### config.mk
export PLATFORM = sky130hd
export DESIGN_NAME = fp_unit_arbiter
export DESIGN_NICKNAME = d
export VERILOG_FILES = /design/src/rtl/fp_unit_arbiter.sv
export SDC_FILE = /design/constraint.sdc
export NUM_CORES = 1
export LEC_CHECK = 0
export ABC_AREA = 1
export CAP_MARGIN = 15
export CELL_PAD_IN_SITES_DETAIL_PLACEMENT = 0
export CELL_PAD_IN_SITES_GLOBAL_PLACEMENT = 2
export CORE_UTILIZATION = 28
export CTS_BUF_LIST = sky130_fd_sc_hd__clkbuf_4
export DETAILED_ROUTE_END_ITERATION = 16
export DONT_BUFFER_PORTS = 1
export PLACE_DENSITY_LB_ADDON = 0.1
export SETUP_SLACK_MARGIN = 0.02
export SLEW_MARGIN = 10
export SYNTH_ARGS = -nofsm -noshare
export SYNTH_HDL_FRONTEND = slang
export SYNTH_SLANG_ARGS = --single-unit
### constraint.sdc
create_clock -name clk -period 1.9 [get_ports clk]
set_input_delay 0.095 -clock clk [delete_from_list [all_inputs] [get_ports clk]]
set_output_delay 0.095 -clock clk [all_outputs]
set_load 0.01 [all_outputs]
### src/rtl/fp_unit_arbiter.sv
// Round-robin arbiter and sequencer for one shared, fixed-latency,
// non-pipelined floating-point unit. It accepts one operand pair per grant,
// holds the pair on the unit for LATENCY cycles, then captures the unit result
// and returns it to the granted requester with a one-cycle response pulse.
//
// Ports:
//   clk          clock, all logic on the rising edge
//   reset        synchronous, active-high reset
//   req_valid    per-requester request valid
//   req_a/req_b  packed operands, requester i at [i*PRECISION +: PRECISION]
//   req_ready    combinational one-hot (or zero) grant/accept
//   resp_valid   registered one-hot result pulse
//   resp_data    registered result, held until the next capture
//   unit_a/b     registered operands driven to the shared unit
//   unit_result  result returned by the shared unit
//   grant_id     index of the current/last granted requester
//   busy         high while an operation is in flight
module fp_unit_arbiter #(
    parameter int unsigned PRECISION = 32,
    parameter int unsigned NREQ      = 4,
    parameter int unsigned LATENCY   = 4,
    localparam int unsigned IDW      = $clog2(NREQ)
) (
    input  logic                      clk,
    input  logic                      reset,
    input  logic [NREQ-1:0]           req_valid,
    input  logic [NREQ*PRECISION-1:0] req_a,
    input  logic [NREQ*PRECISION-1:0] req_b,
    output logic [NREQ-1:0]           req_ready,
    output logic [NREQ-1:0]           resp_valid,
    output logic [PRECISION-1:0]      resp_data,
    output logic [PRECISION-1:0]      unit_a,
    output logic [PRECISION-1:0]      unit_b,
    input  logic [PRECISION-1:0]      unit_result,
    output logic [IDW-1:0]            grant_id,
    output logic                      busy
);

    typedef enum logic [0:0] {StIdle, StWait} state_e;

    localparam logic [3:0] LatCnt = 4'(LATENCY);

    state_e         state;
    logic [IDW-1:0] rr_ptr;
    logic [3:0]     cnt;

    logic           found;
    logic [IDW-1:0] gsel;
    logic [IDW-1:0] idx;
    logic           handshake;

    // Scan from rr_ptr upward; NREQ is a power of two so IDW-bit addition
    // wraps modulo NREQ for free.
    always_comb begin
        found = 1'b0;
        gsel  = '0;
        idx   = '0;
        for (int k = 0; k < NREQ; k++) begin
            idx = rr_ptr + IDW'(k);
            if (!found && req_valid[idx]) begin
                found = 1'b1;
                gsel  = idx;
            end
        end
    end

    // Ready is suppressed during reset so a requester never sees an accept
    // that the registers will not honour.
    always_comb begin
        req_ready = '0;
        if (state == StIdle && found && !reset) begin
            req_ready[gsel] = 1'b1;
        end
    end

    assign handshake = |(req_valid & req_ready);
    assign busy      = (state == StWait);

    always_ff @(posedge clk) begin
        if (reset) begin
            state      <= StIdle;
            rr_ptr     <= '0;
            cnt        <= '0;
            unit_a     <= '0;
            unit_b     <= '0;
            resp_data  <= '0;
            resp_valid <= '0;
            grant_id   <= '0;
        end else begin
            resp_valid <= '0;
            unique case (state)
                StIdle: begin
                    if (handshake) begin
                        unit_a   <= req_a[gsel*PRECISION +: PRECISION];
                        unit_b   <= req_b[gsel*PRECISION +: PRECISION];
                        grant_id <= gsel;
                        rr_ptr   <= gsel + 1'b1;
                        cnt      <= 4'd1;
                        state    <= StWait;
                    end
                end
                StWait: begin
                    // cnt equals the number of edges since the handshake, so
                    // the capture edge is the one where it reaches LATENCY.
                    if (cnt == LatCnt) begin
                        resp_data  <= unit_result;
                        resp_valid <= {{(NREQ-1){1'b0}}, 1'b1} << grant_id;
                        cnt        <= '0;
                        state      <= StIdle;
                    end else begin
                        cnt <= cnt + 4'd1;
                    end
                end
                default: state <= StIdle;
            endcase
        end
    end

endmodule
==> Yosys cells after proc, flatten, opt, wreduce, memory -nomap -nowiden <==
Index checks and enable logic that the tools add are counted.
{ "totals": {"register_bits": 109, "in_bits": 294, "output_inout_bits": 107, "word_cells": 66} }
{ "classes": {"addsub": 5, "n_lt_le_gt_ge": 6, "eq_ne": 2, "n_shift": 3, "muxes": 25, "n_bitwise": 3, "reduce_logical": 14} }
{ "ops": {"columns": ["op", "n"], "rows": [
  ["$shiftx A128 B8 Y32", 2],
  ["$lt A2 B3 Y1 const B", 5],
  ["$mux W4", 3],
  ["$mux W1", 11],
  ["$bmux W1 S2", 4],
  ["$mux W2", 4],
  ["$pmux W4 S2", 1],
  ["$logic_and A1 B1 Y1", 6],
  ["$add A2 B1 Y2 const B", 2],
  ["$add A2 B2 Y2 const B", 2],
  ["$add A4 B1 Y4 const B", 1],
  ["$and A4 B4 Y4", 1],
  ["$eq A4 B3 Y1 const B", 1],
  ["$logic_not A1 Y1", 4],
  ["$reduce_and A2 Y1", 2],
  ["$reduce_or A4 Y1", 1],
  ["$shl A1 B2 Y4 const A", 1],
  ["$reduce_or A3 Y1", 1],
  ["$demux W1 S2", 1],
  ["$ge A2 B1 Y1 const B", 1],
  ["$ne A2 B2 Y1 const B", 1],
  ["$not A1 Y1", 2],
  ["$pmux W1 S2", 1]
]} }

==> Logic depth before layout (Yosys ltp) <==
Gate-level depths: netlist of run 1.
{ "depth": {"depth_word": 21, "depth_mapped": 17, "mapped_depth_nobuf": 15} }

==> Least setup slack after synthesis of run 1 <==
No wires, ideal clock.
{ "synth_path": {"path_kind": "register to register", "from": "reg rr_ptr[0]", "to": "reg unit_a[0]", "arrival_time_ns": 1.639, "required_time_ns": 1.791, "path_slack_ns": 0.152, "stages_incl_launch_ff": 15, "period_less_slack_ns": 1.748, "cell_sequence": "dfxtp_1 > buf_4 > nand2_1 > nand3_1 > nand2_1 > nor2_4 > nand3_1 > nand3_2 > inv_2 > buf_4 > buf_2 > nand2_1 > nand3_1 > nand2_1 > inv_1"} }
{ "synth_between": {"elab_chain_cells": 20} }
{ "synth_lines": {"columns": ["element", "line_no", "rtl"], "rows": [
  ["from (decl)", "44", "logic [IDW-1:0] rr_ptr;"],
  ["from (signal assigned)", "97", "rr_ptr <= gsel + 1'b1;"],
  ["branches (longest 20 deep; another with $lt A2 B3 Y1)", null, null],
  ["to (signal assigned)", "94", "unit_a <= req_a[gsel*PRECISION +: PRECISION];"],
  ["to (decl)", "32", "output logic [PRECISION-1:0] unit_a,"]
]} }
Several ways; the timed one is not identified. The select of a mux whose other input is x is not followed.
A chain may end at the register's enable or synchronous reset.

==> Worst setup path after layout of run 1 <==
{ "layout_path": {"from": "reg rr_ptr[1]", "to": "out req_ready[3]"} }
{ "layout_between": {"elab_chain_cells": 17} }
{ "layout_lines": {"columns": ["element", "line_no", "rtl"], "rows": [
  ["branches (longest 16 deep; another with $lt A2 B3 Y1)", null, null],
  ["$mux W4 *", "71", "if (state == StIdle && found && !reset) begin"],
  ["to (decl)", "29", "output logic [NREQ-1:0] req_ready,"]
]} }
Every way passes the cells marked *. The select of a mux whose other input is x is not followed.

==> results of run 1 <==
==> tightest hold or removal path, stage by stage <==
cell and delay [ps]:
nand4_1 70, nand2_2 80, nand2_2 70, nand3_2 60, nand2_1 70, inv_1 30
==> power by group through the flow <==
stage	registers, uW	clock network, uW	logic (uW)
6_report	3350	1170	13400
5_1_grt	3400	1330	14600
4_1_cts	3360	1250	12500
3_5_place_dp	3400	0	9360
3_3_place_gp	3400	0	9450
2_1_floorplan	3200	0	6350
==> per-stage QoR <==
step / setup TNS (ps) / std cells / util / hold slack [ps] / power (uW)
after floorplan: 0 / 1254 / - / 233.7 / 9553
after global routing: -23840 / 1910 / 0.4931 / 9.709 / 19350
final: -13760 / 1910 / 0.4931 / 29.41 / 17880
after CTS: -14340 / 1898 / 0.4788 / 8.216 / 17110
after detailed placement: -9709 / 1561 / 0.3208 / 191.2 / 12760
after global placement: -7453 / 1561 / 0.3208 / 193.1 / 12840
==> path summary, 6_finish.rpt <==
check                               start           end  slack (ps)  cells after the start
worst max-delay path            rr_ptr[1]  req_ready[3]        -400                     11
worst min-delay path            req_a[49]    unit_a[17]          30                      6
worst max register to register  rr_ptr[0]    unit_a[17]        -280                     17
worst min register to register     cnt[3]        cnt[3]         500                      2
==> registers in the layout, indices dropped and copies added (netlist names) <==
| name | cells |
|---|---|
| resp_data | 32 |
| rr_ptr | 2 |
| busy | 1 |
| resp_valid | 4 |
| grant_id | 2 |
| unit_b | 32 |
| cnt | 4 |
| unit_a | 32 |
==> layout make-up <==
class / instances / share of cell area
Antenna cell: 1 / 0.0002010
Clock buffer: 9 / 0.005426
Clock inverter: 6 / 0.004622
Inverter: 115 / 0.03617
Multi-Input combinational cell: 926 / 0.3548
Sequential cell: 109 / 0.1756
Tap cell: 330 / 0.03316
Timing Repair Buffer: 414 / 0.3900
==> repair_timing <==
action                     CTS  global route
hold endpoints to repair   101             0
gates resized for setup    101            51
setup buffers               16             8
pin swaps                  114           106
cloned                      18             5
hold buffers               289             0
setup endpoints to repair   76            76
==> cells in the mapped netlist <==
cell | instances | share of area
nor2_1 | 136 | 0.071
a31oi_1 | 2 | 0.0017
inv_2 | 4 | 0.0021
nor3_1 | 6 | 0.0041
buf_1 | 1 | 0.00052
nand4_1 | 129 | 0.11
buf_2 | 66 | 0.046
dfxtp_1 | 109 | 0.30
o21ai_0 | 35 | 0.024
buf_4 | 8 | 0.0083
nand2_2 | 1 | 0.00086
ha_1 | 2 | 0.0035
nand3_4 | 2 | 0.0048
clkbuf_1 | 23 | 0.012
xor2_1 | 1 | 0.0012
nand2_1 | 494 | 0.26
nand3_2 | 3 | 0.0041
nor2_4 | 1 | 0.0016
nand3_1 | 106 | 0.073
a21oi_1 | 8 | 0.0055
inv_1 | 111 | 0.058
buf_6 | 6 | 0.0093
==> metal layers <==
| metal | wire [um] | global-route usage | up-vias |
|---|---|---|---|
| met1 | 14540 | 0.2876 | 4199 |
| met5 | 0 | 0 | - |
| met3 | 2228 | 0.05373 | 58 |
| met4 | 957 | 0.07816 | 0 |
| met2 | 16430 | 0.4191 | 376 |
| li1 | - | - | 4652 |
==> kinds of logic (layout without fill, tap and decap cells) <==
family / after synthesis / after routing / share of synthesized area
AO/OA/AOI/OAI: 45 / 45 / 0.03146
other: 0 / 1 / 0
AND/OR/NAND/NOR: 878 / 878 / 0.5271
flip-flops: 109 / 109 / 0.3015
XOR/XNOR: 1 / 1 / 0.001210
buffers and inverters: 219 / 544 / 0.1353
adder cells (fa/ha/maj): 2 / 2 / 0.003457
==> metrics.md, run 1 <==
| Metric | Value |
|---|---|
| CP bufs+invs | `4` |
| Failing checks | `negative setup slack` |
| Gate power share | `0.747` |
| Vias per Instance | `4.861` |
| Syn Nets | `1,550` |
| Max-cap violations | `0` |
| Status | `complete, but fails checks` |
| Cell Area, Synth | `7238 um2` |
| Area delta synth->final | `72.03%` |
| CTS Buffer Depth | `2` |
| Worst-path maximum fanout | `5` |
| Fin nets | `1,871` |
| Final cycle utilization of the critical path | `1.212` |
| DP HPWL | `20,770 um` |
| Final setup fails | `70` |
| Full die area | `26,500 um2` |
| Crit-path slowest cell | `dfxtp_2` |
| Final worst slack | `-403.1 ps` |
| Remaining antenna violation count after routing | `0` |
| Core Rows | `58` |
| Final Critical Period | `2303 ps` |
| Yosys cell types | `22` |
| Initial antenna violation count | `1` |
| Post-route cell area | `12,450 um2` |
| Core area | `25,250 um2` |
| Starting Density | `0.2866` |
| Total global-route track usage | `0.2396` |
| Peak VDD IR | `934.3 uV` |
| RSZ-0062 raised after global routing | `true` |
| Vias in the first global route | `9,022` |
| TritonCTS clock tree | `done` |
| Clk sink count | `109` |
| DRC | `0` |
| Min-Delay Path Class | `input pin to flip-flop` |
| DP Worst Slack | `-192.1 ps` |
| # fillers | `2,514` |
| Worst EP arrival | `2210 ps` |
| Hold Fails Final Rpt | `0` |
| Critical-path cell list | `buf_4 -> nand2_1 -> nand2_4 -> nor2_2 -> nor2_1 -> nand3_4 -> buf_12 -> nand3_4 -> buf_8 -> nor3_2 -> buf_4` |
| Seq/Total Area, Yosys | `0.3015` |
| Iter 0 DRT Violations | `487` |
| Worst-path clk slew | `160 ps` |
| Synth Warn # | `0` |
| CP delay by family, top | `simple AND/OR/NAND/NOR gates` |
| Clock share of power | `0.066` |
| Grt total ovfl | `0` |
| Sw frac | `0.4895` |
| Clock latency on the worst-skew pair | `510 ps` |
| Multi-input combinational cell area | `4418 um2` |
| Routed len/inst | `17.88 um` |
| Sequential power share | `0.187` |
| P_int | `9130 uW` |
| # H-tree levels | `3` |
| CTS root buffer | `clkbuf_4` |
| Total number of vias | `9,285` |
| Die Wd | `162.8 um` |
| Critical Path Start Type | `flip-flop` |
| Layout cell share with drive strength beyond 1 | `0.1406` |
| Critical Path RT | `1800 ps` |
| Largest net degree at the start of global routing | `71` |
| Worst setup path class | `flip-flop to output pin` |
| GP Congestion | `0.7934` |
| P_sw | `8755 uW` |
| Pwr Density | `1436 nW/um2` |
| Fmax | `434.2 MHz` |
| Placed cell area | `8103 um2` |
| Leak | `0.005987 uW` |
| Syn Area/Cell | `5.772 um2` |
| Synthesized instance count | `1,254` |
| Relative slew slack | `0.7193` |
| Die Y | `162.8 um` |
| Seq. cell area | `2187 um2` |
| CTS Buf Count | `9` |
| Worst slew pin tran | `421.1 ps` |
| CP Capture Type | `output pin` |
| CP max stage delay | `360 ps` |
| Final Slew Violations | `0` |
| Total Wirelength | `34,160 um` |
| Detailed-router iteration count before antenna repair | `5` |
| Most frequent cells in the layout | `458 x nand2_1, 288 x dlygate4sd3_1, 131 x nor2_1` |
| IO buf count | `0` |
| Synth Register Bits | `109` |
| Setup Skew | `28.42 ps` |
| I/O pin count | `401` |
| First-pass GRT wire length | `49,190 um` |
| Most common cell after layout, fill and taps aside | `nand2_1` |
No activity file was read; power rests on OpenSTA's default activity.
==> inputs of run 2 (changes only) <==
Settings changed: CELL_PAD_IN_SITES_GLOBAL_PLACEMENT 2 to 1, CORE_AREA from default to 2 2 154 156, CORE_UTILIZATION 28 to default, DIE_AREA from default to 0 0 156 158.
==> run 2 against run 1 <==
The run still ends with negative setup slack left. Sequential power about the same. Worst hold slack gained 54 ps. Global-route usage up 0.30 points. Critical path type unchanged. Critical endpoint unchanged.
==> metrics.md, run 2 (same netlist as run 1, synthesis figures left out) <==
| Metric | Value |
|---|---|
| Util after Layout | `0.5041` |
| CTS Buffer Depth | `2` |
| CTS Buf Count | `9` |
| Failing checks | `negative setup slack` |
| Initial antenna violation count | `4` |
| RSZ-0062 raised after global routing | `true` |
| CTS root buffer | `clkbuf_4` |
| # fillers | `2,267` |
| DRC | `0` |
| Clk sink count | `109` |
| Most common cell after layout, fill and taps aside | `nand2_1` |
| Final Slew Violations | `0` |
| Worst setup path class | `flip-flop to output pin` |
| TritonCTS clock tree | `done` |
| Min-Delay Path Class | `input pin to flip-flop` |
| Placed cell area | `7732 um2` |
| GP Congestion | `0.7926` |
| Setup TNS | `-14,690 ps` |
| Core Rows | `56` |
| Worst-path maximum fanout | `7` |
| Number of placed instances, taps included | `1,495` |
| Seq. cell area | `2187 um2` |
| DP HPWL | `19,260 um` |
| Peak VDD IR | `1174 uV` |
| Final worst slack | `-441.7 ps` |
| Crit-path slowest cell | `dfxtp_4` |
| Status | `complete, but fails checks` |
| Iter 0 DRT Violations | `597` |
| Leak | `0.005599 uW` |
| Clock latency on the worst-skew pair | `500 ps` |
| Largest net degree at the start of global routing | `70` |
| Remaining antenna violation count after routing | `0` |
| Pwr Density | `1430 nW/um2` |
| Fin nets | `1,831` |
| Die Wd | `156 um` |
| Final setup fails | `75` |
| Fmax | `427.0 MHz` |
| Total number of vias | `9,286` |
| CP max stage delay | `420 ps` |
| First-pass GRT wire length | `47,140 um` |
| Most frequent cells in the layout | `463 x nand2_1, 289 x dlygate4sd3_1, 130 x nor2_1` |
| Hold Fails Final Rpt | `0` |
| Total Wirelength | `33,520 um` |
| CP Capture Type | `output pin` |
| Vias per Instance | `5.069` |
| Starting Density | `0.3140` |
| Final Critical Period | `2342 ps` |
| Grt total ovfl | `0` |
| Total power | `16,610 uW` |
| Non-Filler Instances | `1,832` |
| Detailed-router iteration count before antenna repair | `5` |
| IO buf count | `0` |
| Layout cell share with drive strength beyond 1 | `0.1071` |
| I/O pin count | `401` |
| Vias in the first global route | `8,945` |
| Post-route cell area | `11,620 um2` |
| Core area | `23,050 um2` |
| Most frequent CP cell | `buf_6` |
| # H-tree levels | `3` |
| Total global-route track usage | `0.2426` |
| Multi-input combinational cell area | `4328 um2` |
| Area delta synth->final | `60.54%` |
| Critical-path cell list | `inv_6 -> nand2_4 -> nand3_2 -> nand2_2 -> buf_6 -> nor2_4 -> buf_6 -> nand3_4 -> nand3_4 -> inv_6 -> buf_12 -> nor3_4 -> buf_6` |
| Full die area | `24,650 um2` |
| Final cycle utilization of the critical path | `1.232` |
| Critical Path Start Type | `flip-flop` |
| Critical Path RT | `1800 ps` |
| Die Y | `158 um` |
| Biggest regs | `resp_data (32), unit_a (32), unit_b (32)` |
| Worst-path clk slew | `180 ps` |
| Worst EP arrival | `2250 ps` |
| CP bufs+invs | `6` |
| Setup Skew | `20.37 ps` |
| Worst slew pin tran | `415.3 ps` |
| CP delay by family, top | `simple AND/OR/NAND/NOR gates` |
| Max-cap violations | `0` |
| Relative slew slack | `0.7232` |
| Routed len/inst | `18.30 um` |
run 2: changes by cell type in the layout (fill, tap and decap cells not counted), sizes merged:
cell,previous run,this run
buf,119,76
clkbuf,14,15
clkinv,2,5
clkinvlp,3,0
diode,1,2
dlygate4sd3,288,289
inv,116,118
run 2: worst min-delay path, stage by stage:
cell and delay (ps):
inv_1 50, buf_4 260, nand2_1 110, a21oi_1 30
run 2: layout make-up:
cell class / instances / area share
well taps: 290 / 0.03123
repair inverters: 1 / 0.0003230
clock buffers: 9 / 0.005815
multi-input cells: 926 / 0.3725
clock inverters: 7 / 0.006138
diodes: 2 / 0.0004307
repair buffers: 373 / 0.3570
flip-flops and latches: 109 / 0.1882
inverters: 115 / 0.03844
run 2: path summary, 6_finish.rpt:
check        depth (start not counted)  slack, ps       from            to
min reg2reg                          2        500     cnt[3]        cnt[3]
max reg2reg                         19       -320  rr_ptr[0]    unit_a[15]
max                                 13       -440  rr_ptr[0]  req_ready[3]
min                                  4         80      reset     rr_ptr[1]
run 2: through the flow:
step / hold WS, ps / worst slack (ps)
after CTS: 62.53 / -431.8
after floorplan: 233.7 / 152.0
after global routing: 69.33 / -560.0
after global placement: 189.4 / -336.1
after detailed placement: 194.3 / -362.5
final: 82.96 / -441.7
run 2: timing repair:
item,4_1_cts,5_1_grt
resized for setup,64,34
setup endpoints to repair,76,76
hold buffers,290,0
cloned,8,8
pin swaps,14,15
buffers inserted,13,1
endpoints found under the hold margin,101,0
run 2: layer usage:
layer	part of all wire	vias up	track usage
met5	0.00039	-	0
met4	0.025	2	0.07471
met3	0.075	65	0.06132
met2	0.49	408	0.4366
met1	0.41	4234	0.2833
li1	-	4577	-
run 2: where the power goes:
part	leakage, uW	switching [uW]	total [uW]	internal (uW)
combinational	0.00463	7010	12000	5020
clock	0.0000741	919	1220	302
sequential	0.000895	627	3360	2730
==> inputs of run 3 (changes only) <==
==> constraint.sdc (replaced) <==
create_clock -name clk -period 1.9 [get_ports clk]
set_input_delay 0.095 -clock clk [delete_from_list [all_inputs] [get_ports clk]]
set_output_delay 0.095 -clock clk [all_outputs]
set_load 0.005 [all_outputs]
==> run 3 against run 2 <==
The run still ends with negative setup slack left. Non-clock buffer count increased by 30. Critical path depth grew 6. Core utilization grew 4.7 points. Combinational power rose by 28%. Register-to-register slack got worse by 70 ps. Routed wire length up 10%. Sequential power is 4% lower. Via count rose by 3.3%. Sequential share of layout area is 1.6 points lower. Worst hold slack worse by 29 ps. Highest routed layer is now met4.
==> metrics.md, run 3 (same netlist as run 1, synthesis figures left out) <==
| Metric | Value |
|---|---|
| Status | `complete, but fails checks` |
| Failing checks | `negative setup slack` |
| Detailed-router iteration count before antenna repair | `7` |
| Sequential power share | `0.163` |
| Worst EP arrival | `2710 ps` |
| Critical Path RT | `2320 ps` |
| Total number of vias | `9,590` |
| Fmax | `435.7 MHz` |
| Initial antenna violation count | `3` |
| Util after Layout | `0.5509` |
| Final cycle utilization of the critical path | `1.208` |
| Core area | `23,050 um2` |
| Grt total ovfl | `0` |
| Most common cell after layout, fill and taps aside | `nand2_1` |
| Reg2Reg Depth | `19` |
| Final Critical Period | `2295 ps` |
| Min-Delay Path Class | `input pin to flip-flop` |
| First-pass GRT wire length | `51,180 um` |
| Non-Filler Instances | `1,861` |
| Layout cell share with drive strength beyond 1 | `0.2110` |
| # H-tree levels | `3` |
| P_int | `9886 uW` |
| Most frequent CP cell | `nand2_2` |
| Total Wirelength | `37,000 um` |
| Final setup fails | `70` |
| Worst reg2reg path startpoint | `rr_ptr[0]` |
| Worst Hold Depth | `4` |
| Critical-path cell list | `inv_6 -> nand2_1 -> nand3_1 -> nand2_2 -> buf_4 -> inv_4 -> nand3_4 -> nand3_4 -> buf_6 -> buf_6 -> buf_12 -> buf_12 -> clkbuf_16 -> nand2_4 -> nand2_2 -> nand2_2 -> nand3_2 -> nand2_1 -> inv_1` |
| Starting Density | `0.3140` |
| CP Depth | `19` |
| Number of placed instances, taps included | `1,497` |
| Max-cap violations | `0` |
| Worst slew pin tran | `438.9 ps` |
| Clock share of power | `0.062` |
| Vias in the first global route | `9,391` |
| RSZ-0062 raised after global routing | `true` |
| Leak | `0.006066 uW` |
| Clock latency on the worst-skew pair | `510 ps` |
| Setup TNS | `-21,960 ps` |
| Post-route cell area | `12,700 um2` |
| Final Slew Violations | `0` |
| Most frequent cells in the layout | `343 x nand2_1, 289 x dlygate4sd3_1, 131 x nor2_1` |
| Seq. cell area | `2190 um2` |
| GP Congestion | `0.7564` |
| Total power | `19,830 uW` |
| Total global-route track usage | `0.2687` |
| TritonCTS clock tree | `done` |
| Fin nets | `1,860` |
| IO buf count | `0` |
| Critical Path Start Type | `flip-flop` |
| Hold Fails Final Rpt | `0` |
| # fillers | `2,146` |
| Crit-path slowest cell | `dfxtp_4` |
| Worst setup path class | `flip-flop to flip-flop` |
| Hold endpoint | `grant_id[0]` |
| Sw frac | `0.5014` |
| Placed cell area | `7760 um2` |
| DRC | `0` |
| Routed len/inst | `19.88 um` |
| Area delta synth->final | `75.45%` |
| Worst hold start | `reset` |
| Worst R2R Setup Slack | `-390 ps` |
| Die Y | `158 um` |
| Gate power share | `0.775` |
| Clk sink count | `109` |
| CTS Buf Count | `9` |
| Iter 0 DRT Violations | `759` |
| Peak VDD IR | `980.9 uV` |
| Full die area | `24,650 um2` |
| Critical R2R Capture | `unit_b[22]` |
| Final worst slack | `-394.9 ps` |
| Vias per Instance | `5.153` |
| CTS root buffer | `clkbuf_4` |
| CTS Buffer Depth | `2` |
| Largest net degree at the start of global routing | `70` |
| CP max stage delay | `450 ps` |
| Die Wd | `156 um` |
| Biggest regs | `resp_data (32), unit_a (32), unit_b (32)` |
| Relative slew slack | `0.7074` |
| Worst-path clk slew | `190 ps` |
| I/O pin count | `401` |
| Multi-input combinational cell area | `4841 um2` |
| Core Rows | `56` |
| CP bufs+invs | `9` |
| CP delay by family, top | `buffers and inverters` |
| DP HPWL | `19,530 um` |
| Setup Skew | `27.69 ps` |
| Remaining antenna violation count after routing | `0` |
| P_sw | `9941 uW` |
| CP Capture Type | `flip-flop` |
| Worst-path maximum fanout | `9` |
| Pwr Density | `1561 nW/um2` |
-- run 3: cell count changes in the layout (fill, tap and decap cells not counted), moves of 2 or more --
cell       delta
buf_12        +7
buf_16       +11
buf_4         +9
clkbuf_16     +3
inv_2         -2
inv_4         +2
nand2_1     -120
nand2_2      +86
nand2_4      +34
nand3_1      -16
nand3_2      +19
nand3_4       -3
nor2_4        -2
-- run 3: worst max path at each step --
stage          startpoint      endpoint  slack [ps]
2_1_floorplan   rr_ptr[0]     unit_a[0]         150
3_3_place_gp    rr_ptr[0]  req_ready[0]        -340
3_5_place_dp    rr_ptr[0]  req_ready[0]        -370
4_1_cts         rr_ptr[0]  req_ready[3]        -390
5_1_grt         rr_ptr[0]  req_ready[0]        -550
6_report        rr_ptr[0]    unit_b[22]        -390
-- run 3: layer usage --
metal  global-route usage  share of wire  vias up
li1                     -              -     4643
met1               0.3255           0.42     4423
met2               0.4610           0.48      451
met3              0.06679          0.076       73
met4               0.1005          0.029        0
met5                    0              0        -
-- run 3: layout make-up --
type	count	share of cell area
clock inverters	7	0.005222
well taps	290	0.02857
flip-flops and latches	109	0.1724
multi-input cells	926	0.3812
clock buffers	9	0.005320
diodes	2	0.0003941
inverters	115	0.03557
repair buffers	403	0.3713
-- run 3: timing repair --
item | in CTS | in global routing
resized for setup | 102 | 196
pin swaps | 22 | 76
setup buffers | 24 | 8
hold endpoints to repair | 101 | 0
setup endpoints to repair | 76 | 75
cloned | 18 | 10
hold buffers | 290 | 0
-- run 3: per-stage QoR --
step | hold slack, ps | worst slack (ps)
finish | 54.25 | -394.9
global route | 45.34 | -552.6
CTS | 6.092 | -393.5
detailed placement | 194.6 | -370.0
global placement | 192.9 | -341.1
floorplan | 233.7 | 152.0
-- run 3: tightest hold or removal path: stages --
cell,delay (ps)
inv_1,40
nand3_2,90
buf_4,220
a21oi_1,80
-- run 3: power by group through the flow --
stage	sequential, uW	combinational, uW	clock (uW)
finish	3230	15400	1240
global route	3270	16500	1360
CTS	3230	12900	1300
detailed placement	3270	8590	0
global placement	3270	8600	0
floorplan	3040	6340	0
